$ cat config.mk
export PLATFORM = sky130hd
export DESIGN_NAME = policy_fifo
export DESIGN_NICKNAME = d
export VERILOG_FILES = /design/src/rtl/policy_fifo_pkg.sv /design/src/rtl/policy_fifo_mem.sv /design/src/rtl/policy_fifo.sv
export SDC_FILE = /design/constraint.sdc
export NUM_CORES = 1
export LEC_CHECK = 0
export BUFFER_PORTS_ARGS = -buffer_cell sky130_fd_sc_hd__clkbuf_2
export CORE_MARGIN = 4
export CORE_UTILIZATION = 25
export CTS_CLUSTER_SIZE = 16
export DETAILED_ROUTE_END_ITERATION = 7
export PLACE_DENSITY_LB_ADDON = 0.3
export SETUP_SLACK_MARGIN = 0.05
export SLEW_MARGIN = 15
export SYNTH_ARGS = -nofsm -noshare
export SYNTH_HDL_FRONTEND = slang
export SYNTH_HIERARCHICAL = 1
export SYNTH_SLANG_ARGS = --single-unit
$ cat constraint.sdc
create_clock -name clk -period 5.8 [get_ports clk]
set_input_delay 0.58 -clock clk [delete_from_list [all_inputs] [get_ports clk]]
set_output_delay 0.58 -clock clk [all_outputs]
set_load 0.03 [all_outputs]
$ cat src/rtl/policy_fifo_pkg.sv
// Shared types and helpers for the overflow-policy FIFO.
package policy_fifo_pkg;

  typedef enum logic {
    DROP_OLDEST = 1'b0,
    DROP_NEWEST = 1'b1
  } ovf_mode_e;

  function automatic int unsigned ptr_inc(
    input int unsigned ptr,
    input int unsigned depth
  );
    return (ptr >= depth - 1) ? 0 : ptr + 1;
  endfunction

endpackage

$ cat src/rtl/policy_fifo_mem.sv
// Storage array: synchronous write, registered read port.
module policy_fifo_mem #(
  parameter int DWIDTH = 8,
  parameter int DEPTH  = 4,
  parameter int AW     = $clog2(DEPTH)
) (
  input  logic              clk,
  input  logic              rst_n,
  input  logic              i_we,
  input  logic [AW-1:0]     i_waddr,
  input  logic [DWIDTH-1:0] i_wdata,
  input  logic              i_re,
  input  logic [AW-1:0]     i_raddr,
  output logic [DWIDTH-1:0] o_rdata
);

  logic [DWIDTH-1:0] r_mem [DEPTH];
  logic [DWIDTH-1:0] r_rdata;

  always_ff @(posedge clk) begin
    if (i_we) r_mem[i_waddr] <= i_wdata;
  end

  // Same-slot read and write returns the old word.
  always_ff @(posedge clk or negedge rst_n) begin
    if (!rst_n)    r_rdata <= '0;
    else if (i_re) r_rdata <= r_mem[i_raddr];
  end

  assign o_rdata = r_rdata;

endmodule

$ cat src/rtl/policy_fifo.sv
// FIFO with run-time drop-oldest / drop-newest overflow policy.
// Lost-word counter built only with POLICY_FIFO_OVF_CNT_EN.
module policy_fifo
  import policy_fifo_pkg::*;
#(
  parameter int DWIDTH   = 8,
  parameter int DEPTH    = 4,
  parameter int AFULL_TH = DEPTH - 1,
  parameter int CNT_W    = 16
) (
  input  logic                       clk,
  input  logic                       rst_n,
  input  logic                       write_en,
  input  logic [DWIDTH-1:0]          wdata,
  input  logic                       read_en,
  input  logic                       mode,
  input  logic                       clr_ovf,
  output logic [DWIDTH-1:0]          rdata,
  output logic                       rvalid,
  output logic                       empty_flg,
  output logic                       full_flg,
  output logic                       afull_flg,
  output logic [$clog2(DEPTH+1)-1:0] level,
  output logic [CNT_W-1:0]           ovf_cnt
);

  localparam int AW = $clog2(DEPTH);
  localparam int LW = $clog2(DEPTH + 1);

  logic [AW-1:0] r_wr_ptr, r_rd_ptr;
  logic [LW-1:0] r_level;
  logic          r_rvalid, r_empty, r_full, r_afull;

  logic          w_rd_acc, w_wr_store, w_ovf, w_drop_old;
  logic          w_inc, w_dec;
  logic [LW-1:0] w_level_nxt;
  ovf_mode_e     w_mode;

  assign w_mode     = ovf_mode_e'(mode);
  assign w_rd_acc   = read_en && !r_empty;
  assign w_ovf      = write_en && r_full && !w_rd_acc;
  assign w_drop_old = w_ovf && (w_mode == DROP_OLDEST);
  assign w_wr_store = write_en && (!w_ovf || w_drop_old);
  assign w_inc      = w_wr_store && !w_rd_acc && !r_full;
  assign w_dec      = w_rd_acc && !w_wr_store;

  always_comb begin
    w_level_nxt = r_level;
    if (w_inc)      w_level_nxt = r_level + LW'(1);
    else if (w_dec) w_level_nxt = r_level - LW'(1);
  end

  always_ff @(posedge clk or negedge rst_n) begin
    if (!rst_n) begin
      r_wr_ptr <= '0;
      r_rd_ptr <= '0;
      r_level  <= '0;
      r_rvalid <= 1'b0;
      r_empty  <= 1'b1;
      r_full   <= 1'b0;
      r_afull  <= 1'b0;
    end else begin
      if (w_wr_store)
        r_wr_ptr <= AW'(ptr_inc(32'(r_wr_ptr), DEPTH));
      // Eviction consumes the oldest slot just like a read.
      if (w_rd_acc || w_drop_old)
        r_rd_ptr <= AW'(ptr_inc(32'(r_rd_ptr), DEPTH));
      r_level  <= w_level_nxt;
      r_rvalid <= w_rd_acc;
      r_empty  <= (w_level_nxt == '0);
      r_full   <= (w_level_nxt == LW'(DEPTH));
      r_afull  <= (w_level_nxt >= LW'(AFULL_TH));
    end
  end

  policy_fifo_mem #(
    .DWIDTH (DWIDTH),
    .DEPTH  (DEPTH),
    .AW     (AW)
  ) u_mem (
    .clk     (clk),
    .rst_n   (rst_n),
    .i_we    (w_wr_store),
    .i_waddr (r_wr_ptr),
    .i_wdata (wdata),
    .i_re    (w_rd_acc),
    .i_raddr (r_rd_ptr),
    .o_rdata (rdata)
  );

`ifdef POLICY_FIFO_OVF_CNT_EN
  localparam logic [CNT_W-1:0] CNT_MAX = '1;
  logic [CNT_W-1:0] r_ovf_cnt;

  always_ff @(posedge clk or negedge rst_n) begin
    if (!rst_n)
      r_ovf_cnt <= '0;
    else if (clr_ovf)
      r_ovf_cnt <= w_ovf ? CNT_W'(1) : '0;
    else if (w_ovf && r_ovf_cnt != CNT_MAX)
      r_ovf_cnt <= r_ovf_cnt + CNT_W'(1);
  end

  assign ovf_cnt = r_ovf_cnt;
`else
  logic w_unused_ovf;
  assign w_unused_ovf = clr_ovf ^ w_ovf;
  assign ovf_cnt      = '0;
`endif

  assign rvalid    = r_rvalid;
  assign empty_flg = r_empty;
  assign full_flg  = r_full;
  assign afull_flg = r_afull;
  assign level     = r_level;

endmodule

==> results of run 1 <==
[synthesized netlist by cell type, types with 2 or more instances]
master	n
nand2_1	6
mux2i_1	17
xnor2_1	2
clkbuf_1	2
edfxtp_1	32
nand2b_1	10
mux2_2	3
ha_1	4
inv_1	4
buf_4	16
o221ai_1	8
a21oi_1	3
buf_6	2
nor2_1	8
dfrtp_1	18
[metal layers]
| metal | up-vias | share of wire [%] | track usage [%] |
|---|---|---|---|
| met5 | - | 0 | 0 |
| met4 | 0 | 1.5 | 2.99 |
| met3 | 4 | 5.9 | 2.71 |
| met2 | 32 | 49 | 13.5 |
| met1 | 598 | 44 | 9.89 |
| li1 | 606 | - | - |
[logic make-up (layout without fill, tap and decap cells)]
| logic type | Yosys count | count (layout) | synth area share, % |
|---|---|---|---|
| compound gates | 19 | 19 | 6.56 |
| fa+ha+maj | 4 | 4 | 2.22 |
| simple gates | 35 | 35 | 8.72 |
| mux | 20 | 20 | 9.06 |
| xor+xnor | 2 | 2 | 0.778 |
| flops | 51 | 51 | 63.8 |
| buf+inv | 27 | 41 | 8.67 |
| other cells | 1 | 16 | 0.167 |
[registers in the layout, summed over array words and instances, names as in the netlist]
| name | count |
|---|---|
| u_mem/r_mem | 32 |
| u_mem/o_rdata | 8 |
| level | 3 |
| r_rd_ptr | 2 |
| r_wr_ptr | 2 |
| afull_flg | 1 |
| empty_flg | 1 |
| full_flg | 1 |
| rvalid | 1 |
[where the power goes]
part	internal [mW]	switching [mW]
logic	0.182	0.296
registers	0.503	0.0966
clock network	0.130	0.119
total	0.814	0.511
[area by class of cell]
type,count,area (µm²)
flip-flops and latches,51,1440
fillers,913,6240
repair buffers,28,143
clock buffers,5,68.8
well taps,108,135
multi-input cells,96,676
inverters,5,21.3
clock inverters,3,46.3
[path summary, 6_finish.rpt]
path                                               from                            to  slack (ns)
max reg2reg                         empty_flg$_DFF_PN1_   u_mem/r_mem[2][1]$_DFFE_PP_        3.57
min in group clk                               wdata[4]   u_mem/r_mem[0][4]$_DFFE_PP_        0.49
max in group asynchronous                         rst_n           empty_flg$_DFF_PN1_        5.19
min reg2reg                u_mem/o_rdata[2]$_DFFE_PN0P_  u_mem/o_rdata[2]$_DFFE_PN0P_        0.51
min                                               rst_n       r_wr_ptr[0]$_DFFE_PN0N_        0.24
max                                 empty_flg$_DFF_PN1_   u_mem/r_mem[2][1]$_DFFE_PP_        3.57
[worst max-delay path, delay by kind of cell, from the launching register on]
| kind | cells | cell delay [ns] |
|---|---|---|
| buffers and inverters | 2 | 0.38 |
| AOI/OAI and AO/OA | 1 | 0.16 |
| DFF | 1 | 0.38 |
| and+or+nand+nor | 3 | 0.96 |
[through the flow]
step           area [µm²]  total power, mW  std cells  hold slack [ns]
3_3_place_gp         2410             1.09        288            0.486
6_report             2530             1.33        296            0.239
3_5_place_dp         2410             1.09        288            0.489
2_1_floorplan        2310            0.981        174            0.284
5_1_grt              2530             1.42        296            0.274
4_1_cts              2530             1.34        296            0.254
==> qor.yml, run 1 <==
die:
  die_x_um: 103
  start_util_pct: 25.7
  fp.dieH_um: 103
  io_pins: 45
  core_area_mm2: 0.00876
  dieArea_mm2: 0.0106
  num_rows: 34
detailed_routing:
  wl_per_cell_um: 13.7
  drc_errors: 0
  drtAntennaViolNets: 0
  drtIter0Drc: 44
  first_pass_iters: 4
  route.vias.total: 1240
  via_per_inst: 4.19
  drt_wl_total_mm: 4.05
sta:
  setup_ws_ns: 3.57
  final.setup.tns_ns: 0
  fmax_mhz: 448
  slew_viol_final: 0
  tightest_slew_ns: 0.978
  post-route-min-period_ns: 2.23
  setup_viol: 0
  finClkSkew_ns: 0.00985
  period_share_pct: 38.5
  hold_viol_final: 0
  slew_headroom_pct: 34.8
  rsz0062_at_grt: "no"
power:
  p_per_area_mw_per_mm2: 524
  cellLeakagePower_nw: 1.03
  ir_drop_uv: 120
yosys:
  yosysTopAreaCellShare_pct: 42.7
  ys_types: 39
  synth_area_leaders: "edfxtp_1, dfrtp_1, mux2i_1, buf_4, o221ai_1"
  synthCells: 159
  synth_edf_count: 32
  seq_area_frac_synth_pct: 63.8
  synthArstFlopShare_pct: 37.3
  ys.warnings.count: 6
  avgSynthCellArea_um2: 14.2
  post-synth-top-area-cell: "edfxtp_1"
  netlist_area_mm2: 0.00225
  ys_ff_latch: 51
  synth_ff_type: "edfxtp_1"
clocking:
  cts_setup_buffers: 0
  clockRootBuffer: "clkbuf_8"
  cts.sinks: 51
  clk_pin_slew_worst_paths_ns: 0.10
  cts_max_path_buffers: 2
  cts.repair.resized: 0
  cts_inserted_buffers: 5
  cts-hold-fix-buffers: 0
  cts_max_level: 2
  clock_latency_ns: 0.30
  cts_tree: "done"
critical_path:
  cp.arrival_ns: 2.17
  reg2regPathDepth: 6
  cpPeakStageDelay_ns: 0.60
  slowest_stage: "nor2_1"
  crit_fanout: 16
  required_ns: 5.74
  startpoint_type: "flop"
  crit_chain: "nand2b_1 -> inv_4 -> o21ai_1 -> inv_1 -> nand2_1 -> nor2_1"
  end_kind: "flop"
  critical_path_class: "reg2reg"
cells_and_area:
  final_common_cell: "edfxtp_1"
  syn2layout_area_growth_pct: 12.2
  nets: 205
  layout-drive-gt1-share_pct: 21.8
  final_core_util_pct: 28.8
  insertedDiodeCount: 0
  final_cell_mix: "edfxtp_1, clkbuf_2, dfrtp_1"
global_routing:
  grt_antenna_before_repair: 0
  gr-usage-all-layers_pct: 8.14
  grt-ovfl-total: 0
  grt_max_degree: 20
  grt_pass1_wl_mm: 6.38
  grt_pass1_vias: 1202
placement:
  place.gp.congestion: 0.792
  dp_slack_ns: 3.28
  portBuffers: 27
  dpl.hpwl_mm: 2.63
flow_run:
  maxCapViolations: 0
run_status:
  outcome: "completed"
worst_hold_path:
  hold_path_class: "in2async"
No activity file was read; power rests on OpenSTA's default activity.
==> run 2, diff against run 1 <==
Clock period 5.8 ns to 2.25 ns, I/O delays scaled along.
==> qor.yml, run 2 (synthesis results as in run 1) <==
cells_and_area:
  nets: 210
  multi_input_area_um2: 676
  final_common_cell: "edfxtp_1"
  layout-drive-gt1-share_pct: 23.3
  seqCellArea_mm2: 0.00144
  largest_reg_flops: 32
  regMostFlops: "u_mem/r_mem"
  n_fill_cell: 905
  final_cell_mix: "edfxtp_1, clkbuf_2, dfrtp_1"
  syn2layout_area_growth_pct: 13.3
  layoutNonFillerInstCount: 301
  insertedDiodeCount: 0
placement:
  portBuffers: 27
  dpl.hpwl_mm: 2.70
  place.gp.congestion: 0.785
  dpl.cell_count: 292
clocking:
  cts.sinks: 51
  cts_max_path_buffers: 2
  cts_inserted_buffers: 5
  cts_max_level: 2
  clock_latency_ns: 0.30
  clk_pin_slew_worst_paths_ns: 0.09
  cts.repair.resized: 0
  clockRootBuffer: "clkbuf_8"
  cts_tree: "done"
critical_path:
  startpoint_type: "flop"
  end_kind: "flop"
  cp.arrival_ns: 1.82
  r2r_end: "u_mem/r_mem[2][7]$_DFFE_PP_"
  crit_end: "u_mem/r_mem[2][7]$_DFFE_PP_"
  r2r_slack_ns: 0.36
  reg2regPathDepth: 6
  required_ns: 2.18
  worstReg2RegStart: "empty_flg$_DFF_PN1_"
  crit_path_start: "empty_flg$_DFF_PN1_"
  crit_fanout: 8
  critical_path_class: "reg2reg"
detailed_routing:
  first_pass_iters: 4
  route.vias.total: 1262
  drtAntennaViolNets: 0
  wl_per_cell_um: 13.1
  drtIter0Drc: 46
  drt_wl_total_mm: 3.94
  drc_errors: 0
  via_per_inst: 4.19
global_routing:
  gr-usage-all-layers_pct: 8.07
  grt_pass1_wl_mm: 6.32
  grt_pass1_vias: 1234
  top_usage_layer: "met2"
  use_met1_pct: 9.29
  grt_max_degree: 20
  use_met2_pct: 14.2
  grtUsageMet3_pct: 1.96
  grt_antenna_before_repair: 0
  grt-ovfl-total: 0
sta:
  tightest_slew_ns: 0.785
  period_share_pct: 83.9
  rsz0062_at_grt: "no"
  post-route-min-period_ns: 1.89
  hold_viol_final: 0
  slew_viol_final: 0
  timing.hold.ws_ns: 0.137
  slew_headroom_pct: 47.5
  final.setup.tns_ns: 0
  finClkSkew_ns: 0.0120
  fmax_mhz: 530
  setup_viol: 0
die:
  dieArea_mm2: 0.0106
  die_x_um: 103
  fp.dieH_um: 103
  io_pins: 45
  core_area_mm2: 0.00876
  num_rows: 34
  start_util_pct: 25.7
worst_hold_path:
  hold_path_class: "in2reg"
power:
  cellLeakagePower_nw: 1.05
  ir_drop_uv: 296
  total_power_mw: 3.35
  p_per_area_mw_per_mm2: 1310
run_status:
  outcome: "completed"
flow_run:
  maxCapViolations: 0
-- run 2: report_power, final --
| part | switching [mW] | internal, mW | total [mW] |
|---|---|---|---|
| clock network | 0.287 | 0.251 | 0.537 |
| logic | 0.856 | 0.500 | 1.36 |
| registers | 0.161 | 1.30 | 1.46 |
| total | 1.30 | 2.05 | 3.35 |
-- run 2: cell type report --
type	count	area share [%]
clock buffer	6	3.24
clock inverter	2	0.638
inverter	5	0.834
multi-input combinational	96	26.5
sequential	51	56.4
tap	108	5.30
timing repair buffer	33	7.16
-- run 2: how the worst min path moves through the flow --
stage | from | to | slack [ns] | cells past startpoint
2_1_floorplan | rst_n | afull_flg$_DFF_PN0_ | -0.07 | 0
3_3_place_gp | rst_n | level[2]$_DFF_PN0_ | 0.23 | 1
3_5_place_dp | rst_n | level[2]$_DFF_PN0_ | 0.22 | 1
4_1_cts | wdata[5] | u_mem/r_mem[3][5]$_DFFE_PP_ | 0.13 | 1
5_1_grt | wdata[5] | u_mem/r_mem[2][5]$_DFFE_PP_ | 0.12 | 1
6_report | wdata[5] | u_mem/r_mem[3][5]$_DFFE_PP_ | 0.14 | 1
-- run 2: critical path, stage by stage, from the launching register on --
cell and delay (ns):
dfstp_2 0.38, nand2b_1 0.18, inv_4 0.06, o21ai_1 0.12
inv_1 0.12, nand2_1 0.06, nor2_1 0.60
-- run 2: timing repair --
item	CTS	global route
hold buffers	1	0
setup buffers	0	0
endpoints found under the hold margin	18	0
-- run 2: metrics by stage --
stage | cell area (µm²) | setup WS, ns | utilization (%)
floorplan | 2310 | 0.155 | -
global placement | 2440 | 0.343 | 27.9
detailed placement | 2440 | 0.303 | 27.9
CTS | 2550 | 0.293 | 29.1
global route | 2550 | 0.167 | 29.1
finish | 2550 | 0.362 | 29.1
-- run 2: metal layers --
metal / routed length [µm] / share of wire, %
met5: 0 / 0
met3: 195 / 5.0
met1: 1670 / 42
met4: 83 / 2.1
met2: 1980 / 50
